--- config.mk ---
export PLATFORM = sky130hd
export DESIGN_NAME = dpram_sync_fifo_flat
export DESIGN_NICKNAME = d
export VERILOG_FILES = /design/src/rtl/dpram_sync_fifo_if.sv /design/src/rtl/dpram_sync_fifo.sv /design/src/flat_wrapper.sv
export SDC_FILE = /design/constraint.sdc
export NUM_CORES = 1
export LEC_CHECK = 0
export CAP_MARGIN = 20
export CORE_ASPECT_RATIO = 0.6
export CORE_UTILIZATION = 36
export CTS_CLUSTER_DIAMETER = 30
export DETAILED_ROUTE_END_ITERATION = 8
export GPL_TIMING_DRIVEN = 0
export PLACE_DENSITY = 0.64
export SLEW_MARGIN = 25
export SYNTH_ARGS = -nofsm -noshare
export SYNTH_HDL_FRONTEND = slang
export SYNTH_SLANG_ARGS = --single-unit
--- constraint.sdc ---
create_clock -name clk -period 2.5 [get_ports clk]
set_clock_uncertainty 0.2 [all_clocks]
set_input_delay 0.625 -clock clk [delete_from_list [all_inputs] [get_ports clk]]
set_output_delay 0.625 -clock clk [all_outputs]
set_load 0.005 [all_outputs]
--- src/rtl/dpram_sync_fifo_if.sv ---
// Handshake bundle between a producer/consumer (master) and dpram_sync_fifo (slave).
// Optional error-flag signals appear only when FIFO_ERR_FLAGS_EN is defined.
interface dpram_sync_fifo_if #(
  parameter int DATA_WIDTH = 8
);
  logic                  w_en;
  logic                  cs_w;
  logic                  r_en;
  logic                  cs_r;
  logic [DATA_WIDTH-1:0] data_in;
  logic [DATA_WIDTH-1:0] data_out;
  logic                  full;
  logic                  empty;
  logic                  almost_full;
  logic                  almost_empty;
`ifdef FIFO_ERR_FLAGS_EN
  logic                  overflow;
  logic                  underflow;

  modport master (
    output w_en, cs_w, r_en, cs_r, data_in,
    input  data_out, full, empty, almost_full, almost_empty, overflow, underflow
  );

  modport slave (
    input  w_en, cs_w, r_en, cs_r, data_in,
    output data_out, full, empty, almost_full, almost_empty, overflow, underflow
  );
`else
  modport master (
    output w_en, cs_w, r_en, cs_r, data_in,
    input  data_out, full, empty, almost_full, almost_empty
  );

  modport slave (
    input  w_en, cs_w, r_en, cs_r, data_in,
    output data_out, full, empty, almost_full, almost_empty
  );
`endif
endinterface

--- src/rtl/dpram_sync_fifo.sv ---
// Single-clock FIFO on a simple dual-port RAM (one write port, one read port).
// Registered read data (1-cycle latency), status flags decoded from the count.
// Optional macro FIFO_ERR_FLAGS_EN adds sticky overflow/underflow outputs.
// DEPTH must be a power of two and at least 4 so the pointers wrap naturally.
module dpram_sync_fifo #(
  parameter int DEPTH      = 16,
  parameter int DATA_WIDTH = 8
) (
  input logic              clk,
  input logic              rst_n,
  dpram_sync_fifo_if.slave bus
);
  localparam int AW = $clog2(DEPTH);
  localparam logic [AW:0] DEPTH_C = (AW+1)'(DEPTH);

  logic [DATA_WIDTH-1:0] mem [DEPTH];
  logic [AW-1:0]         wptr;
  logic [AW-1:0]         rptr;
  logic [AW:0]           count;
  logic                  wr_ok;
  logic                  rd_ok;

  // Chip select fully gates each port; full/empty block the offending side.
  assign wr_ok = bus.w_en & bus.cs_w & ~bus.full;
  assign rd_ok = bus.r_en & bus.cs_r & ~bus.empty;

  assign bus.full         = (count == DEPTH_C);
  assign bus.empty        = (count == '0);
  assign bus.almost_full  = (count >= DEPTH_C - 1'b1);
  assign bus.almost_empty = (count <= (AW+1)'(1));

  // RAM write port; contents are deliberately left untouched by reset.
  always_ff @(posedge clk) begin
    if (wr_ok) begin
      mem[wptr] <= bus.data_in;
    end
  end

  // RAM read port with output register; holds its value when no read is accepted.
  always_ff @(posedge clk or negedge rst_n) begin
    if (!rst_n) begin
      bus.data_out <= '0;
    end else if (rd_ok) begin
      bus.data_out <= mem[rptr];
    end
  end

  // Pointer advance; power-of-two depth makes the wrap implicit.
  always_ff @(posedge clk or negedge rst_n) begin
    if (!rst_n) begin
      wptr <= '0;
      rptr <= '0;
    end else begin
      if (wr_ok) wptr <= wptr + 1'b1;
      if (rd_ok) rptr <= rptr + 1'b1;
    end
  end

  // Occupancy tracking; a simultaneous read and write cancel out.
  always_ff @(posedge clk or negedge rst_n) begin
    if (!rst_n) begin
      count <= '0;
    end else begin
      case ({wr_ok, rd_ok})
        2'b10:   count <= count + 1'b1;
        2'b01:   count <= count - 1'b1;
        default: count <= count;
      endcase
    end
  end

`ifdef FIFO_ERR_FLAGS_EN
  // Sticky error flags: record any request that hit a full/empty FIFO.
  always_ff @(posedge clk or negedge rst_n) begin
    if (!rst_n) begin
      bus.overflow  <= 1'b0;
      bus.underflow <= 1'b0;
    end else begin
      if (bus.w_en & bus.cs_w & bus.full)  bus.overflow  <= 1'b1;
      if (bus.r_en & bus.cs_r & bus.empty) bus.underflow <= 1'b1;
    end
  end
`endif

endmodule

--- src/flat_wrapper.sv ---
// flat-port wrapper written by rule: the top's interface ports become plain ports
module dpram_sync_fifo_flat 
#(
  parameter int DEPTH      = 16,
  parameter int DATA_WIDTH = 8
)
  (clk, rst_n, bus_w_en, bus_cs_w, bus_r_en, bus_cs_r, bus_data_in, bus_data_out, bus_full, bus_empty, bus_almost_full, bus_almost_empty);
  dpram_sync_fifo_if #(.DATA_WIDTH(DATA_WIDTH)) bus_i ();
  input logic clk;
  input logic rst_n;
  input wire logic [$bits(bus_i.w_en)-1:0] bus_w_en;
  input wire logic [$bits(bus_i.cs_w)-1:0] bus_cs_w;
  input wire logic [$bits(bus_i.r_en)-1:0] bus_r_en;
  input wire logic [$bits(bus_i.cs_r)-1:0] bus_cs_r;
  input wire logic [$bits(bus_i.data_in)-1:0] bus_data_in;
  output wire logic [$bits(bus_i.data_out)-1:0] bus_data_out;
  output wire logic [$bits(bus_i.full)-1:0] bus_full;
  output wire logic [$bits(bus_i.empty)-1:0] bus_empty;
  output wire logic [$bits(bus_i.almost_full)-1:0] bus_almost_full;
  output wire logic [$bits(bus_i.almost_empty)-1:0] bus_almost_empty;
  assign bus_i.w_en = bus_w_en;
  assign bus_i.cs_w = bus_cs_w;
  assign bus_i.r_en = bus_r_en;
  assign bus_i.cs_r = bus_cs_r;
  assign bus_i.data_in = bus_data_in;
  assign bus_data_out = bus_i.data_out;
  assign bus_full = bus_i.full;
  assign bus_empty = bus_i.empty;
  assign bus_almost_full = bus_i.almost_full;
  assign bus_almost_empty = bus_i.almost_empty;
  dpram_sync_fifo #(.DEPTH(DEPTH), .DATA_WIDTH(DATA_WIDTH)) u_core (.clk(clk), .rst_n(rst_n), .bus(bus_i));
endmodule
Yosys cells after proc, flatten, opt, wreduce, memory -nomap -nowiden
Memory sizes are Yosys's and may differ from the RTL's. A register that Yosys moved wholly into a read port is not among the register bits.
Index checks and enable logic that the tools add are counted.
- register bits: 13
- word-level logic and storage cells: 25
- input port bits: 14
- memory bits (writable): 128
- memories kept: 1
- output and inout bits: 12
- bitwise logic cells: 6
- $add $sub $neg: 4
- mux-type cells: 3
- reduce and logical (&&, ||, !) cells: 3
- eq/ne operators: 3
- magnitude comparators: 2
- memory list (memory ; words ; bits a word ; rd ports ; clocked after Yosys merged registers in ; wr ports ; line ; source):
    u_core.mem ; 16 ; 8 ; 1 ; 1 ; 1 ; dpram_sync_fifo.sv:16 ; logic [DATA_WIDTH-1:0] mem [DEPTH];
- operators by type and width (operator ; number):
    5-bit one-hot mux with 2 select lines ; 1
    4-bit by 1-bit adder with 4-bit output, second input constant ; 2
    5-bit by 1-bit adder with 5-bit output, second input constant ; 1
    5-bit == test, second input constant ; 1
    5-bit by 4-bit >= comparator with 1-bit output, second input constant ; 1
    5-bit by 1-bit less-or-equal comparator with 1-bit output, second input constant ; 1
    5-bit logical NOT ; 1
    5-bit by 1-bit subtractor with 5-bit output, second input constant ; 1
    1-bit AND ; 4
    2-bit by 1-bit == test with 1-bit output, second input constant ; 1
    2-bit == test, second input constant ; 1
    1-bit 2-to-1 mux ; 2
    1-bit NOT ; 2
    2-bit nonzero test ; 1
    1-bit logical NOT ; 1

Depth between registers and ports, before layout
- depth after elaboration: 5
- mapped depth: 10
- gate-level depth less buffers: 8

Worst setup path before layout
OpenSTA, ideal clock, no wires.
- kind: register -> register
- from: reg u_core.count[0]
- to: mem u_core.mem[3][0] (enable)
- arrival time: 1.892 ns
- path buffers: 0
- setup slack: 0.025 ns
- stages on the path, launching flop included: 6
- required time: 1.917 ns
- period minus slack after synthesis: 2.475 ns
- setup time: 0.383 ns
- cell sequence: dfrtp_1 > inv_1 > ha_1 > a31oi_2 > nand2_1 > nor3_1
- word-level cells in the longest chain between the ends: 5
- RTL lines (element ; line ; source):
    start, declared ; dpram_sync_fifo.sv:19 ; logic [AW:0] count;
    start signal, assigned ; dpram_sync_fifo.sv:65 ; 2'b10: count <= count + 1'b1;
    start signal, assigned ; dpram_sync_fifo.sv:66 ; 2'b01: count <= count - 1'b1;
    start signal, assigned ; dpram_sync_fifo.sv:67 ; default: count <= count;
    5-bit == test ; dpram_sync_fifo.sv:27 ; assign bus.full = (count == DEPTH_C);
    1-bit NOT ; dpram_sync_fifo.sv:24 ; assign wr_ok = bus.w_en & bus.cs_w & ~bus.full;
    1-bit AND ; dpram_sync_fifo.sv:24 ;
    1-bit 2-to-1 mux ; dpram_sync_fifo.sv:34 ; if (wr_ok) begin
    1-bit 2-to-1 mux (implied by the code) ; dpram_sync_fifo.sv:35 ; mem[wptr] <= bus.data_in;
    end, declared ; dpram_sync_fifo.sv:16 ;
Every way passes these cells.

Worst setup path after layout
- from: reg u_core.count[1]
- to: out bus_almost_full
- word-level cells in the longest chain between the ends: 1
- RTL lines (element ; line ; source):
    5-bit by 4-bit >= comparator with 1-bit output ; dpram_sync_fifo.sv:29 ; assign bus.almost_full = (count >= DEPTH_C - 1'b1);
    end, declared ; flat_wrapper.sv:19 ; output wire logic [$bits(bus_i.almost_full)-1:0] bus_almost_full;
Every way passes these cells.

==> flow_metrics.tcl <==
set metrics [dict create \
    layout.cells.non_filler 615 \
    routed_via_density 5.12 \
    final_area_um2 7680 \
    rsz0062_at_grt "yes" \
    finalWirelength_um 13300 \
    post-route-util 0.466 \
    arrival_ps 1620 \
    avgSynthCellArea_um2 19.4 \
    ys_ff_latch 149 \
    pwr-share-clk 0.322 \
    clk_pin_slew_ps 70 \
    post-route-period-util 0.979 \
    cts_sinks 149 \
    tightest_slew_ps 737 \
    grt_pass1_wl_um 19500 \
    wl_per_cell_um 21.7 \
    cts_tree "done" \
    die_area_um2 17700 \
    synthCells 318 \
    ir_drop_uv 432 \
    dpl.hpwl_um 8420 \
    route.detailed.drc 0 \
    setup_tns_ps 0 \
    nFillCells 1404 \
    drv_cap 0 \
    antenna_found_initial 0 \
    root_buffer "clkbuf_16" \
    place_inst 572 \
    diodes 0 \
    die_h_um 103 \
    cts.htree.levels 4 \
    dieWidth_um 171 \
    placed_area_um2 6730 \
    num_vias 3149 \
    grt_use_total 0.159 \
    hold_viol 12 \
    num_rows 36 \
    final_common_cell "edfxtp_1" \
    final_nets 399 \
    hold_class "in2async" \
    drtIter0Drc 243 \
    holdWs_ps -10.3 \
    start_kind "flip-flop" \
    fin_crit_ps 2450 \
    endpoint_kind "output port" \
    cts_buffer_depth 2 \
    cts_made_buffers 17 \
    combinationalPowerShare 0.302 \
    critPathMaxFanout 3 \
    setup_slack_ps 52.1 \
    dp_worst_setup_slack_ps -737 \
    place_congestion 0.793 \
    internal-power_mw 5.92 \
    power.switching_mw 2.52 \
    crit_required_ps 1670 \
    outcome "finished, violations left" \
    ys_warn_count 0 \
    slew_violations 0 \
    drive_gt1_frac 0.261 \
    p_total_mw 8.45 \
    port_buffers 25 \
    start_util 0.374 \
    p_leak_nw 2.66 \
    seqPwrFrac 0.377 \
    worstSetupPathType "reg2out" \
    ys_types 38 \
    grt_pass1_vias 3188 \
    antenna_left 0 \
    io_pins 26 \
    syn_to_final_growth_pct 24.4 \
    drtPass1Iterations 4 \
    slew_headroom 0.509 \
    mappedNetlistArea_um2 6170 \
    p_per_area_nw_per_um2 1100 \
    grt-ovfl-total 0 \
    syn-num-nets 343 \
    grt_max_degree 22 \
    core_area_um2 16500 \
    worstSkewPairLatency_ps 420 \
    final_cell_mix "edfxtp_1 (128), mux4_1 (24), clkdlybuf4s50_1 (20), clkbuf_16 (17), dfrtp_1 (17)" \
    max_freq_mhz 409 \
    violations "negative hold slack" \
    setup_viol 0 \
    sw_frac_of_total 0.299 \
    ys_seq_area_frac 0.708 \
]
cells by family after synthesis:
family	Yosys count	share of synthesized area
DFF	149	0.708
adders and majority gates	11	0.0223
muxes	43	0.149
buffers and inverters	24	0.0336
xor gates and xnor gates	10	0.0142
and+or+nand+nor	50	0.0377
AOI/OAI and AO/OA	31	0.0349
state kept, by name, summed over array words and instances, names as in the netlist:
signal / flops
u_core.bus.data_out: 8
u_core.count: 5
u_core.mem: 128
u_core.rptr: 4
u_core.wptr: 4
final timing paths:
check / startpoint / endpoint / slack [ps] / depth (start not counted)
max: u_core.count[1]$_DFFE_PN0P_ / bus_almost_full / 50 / 6
min: rst_n / u_core.count[1]$_DFFE_PN0P_ / -10 / 1
max reg2reg: u_core.wptr[2]$_DFFE_PN0P_ / u_core.mem[13][0]$_DFFE_PP_ / 80 / 3
min reg2reg: u_core.bus.data_out[3]$_DFFE_PN0P_ / u_core.bus.data_out[3]$_DFFE_PN0P_ / 270 / 1
max in group asynchronous: rst_n / u_core.count[4]$_DFFE_PN0P_ / 1700 / 1
min in group clk: u_core.bus.data_out[3]$_DFFE_PN0P_ / u_core.bus.data_out[3]$_DFFE_PN0P_ / 270 / 1
power by group through the flow:
stage               clock network (mW)  registers (mW)  logic (mW)
global route                      2.85            3.21        2.74
floorplan                            0            3.16        1.54
finish                            2.72            3.18        2.55
CTS                               2.74            3.17        2.47
global placement                     0            3.19        2.22
detailed placement                   0            3.21        2.27
cell type report:
| type | count | area, µm² | share of cell area |
|---|---|---|---|
| inverters | 7 | 26.3 | 0.00342 |
| plain buffers | 16 | 178 | 0.0231 |
| clock buffers | 18 | 429 | 0.0559 |
| multi-input cells | 145 | 1790 | 0.233 |
| flip-flops and latches | 149 | 4370 | 0.570 |
| clock inverters | 14 | 201 | 0.0262 |
| repair buffers | 38 | 393 | 0.0512 |
| well taps | 228 | 285 | 0.0372 |
layer usage:
metal  global-route usage  part of all wire
met1                0.228              0.48
met2                0.237              0.45
met3               0.0411             0.060
met4               0.0522            0.0092
met5                    0                 0
synth_stat cells:
cell      number  area, µm²
nor3_1         5       25.0
nand2_1       16       60.1
a21oi_1        2       10.0
nor2_1        17       63.8
a31oi_2        1       12.5
buf_8          1       15.0
and3_1         2       12.5
and2_1         1       6.26
mux2_2         1       11.3
mux2i_1       10        100
a21o_2         1       8.76
o21a_1         1       7.51
xnor2_1        8       70.1
nand4b_1       1       8.76
mux4_1        24        631
o21ai_0        2       10.0
buf_2          1       5.00
a31oi_1        1       6.26
clkbuf_8       5       68.8
mux4_2         8        180
xor2_1         2       17.5
buf_12         2       40.0
nand3b_1       1       7.51
or2b_4         1       11.3
ha_1          11        138
buf_6          3       33.8
clkbuf_1       4       15.0
inv_1          7       26.3
o21ai_1        1       5.00
edfxtp_1     128       3840
a21o_1         7       52.6
dfrtp_1       21        526
nand2b_1       2       12.5
nand4_1        3       18.8
buf_1          1       3.75
or2_2          1       6.26
a211oi_1       7       52.6
o22ai_1        8       50.1
critical path: stages (launching register included):
cell	delay, ps
dfrtp_1	440
ha_4	190
and3_4	180
ha_4	150
nor2_2	90
nand2_1	40
buf_2	120
what timing repair did:
action | CTS | global route
pin swaps | 2 | 5
gates resized for setup | 39 | 16
endpoints found under the setup margin | 132 | 129
setup buffers | 8 | 4
hold buffers | 0 | 0
No activity file was read; power rests on OpenSTA's default activity.
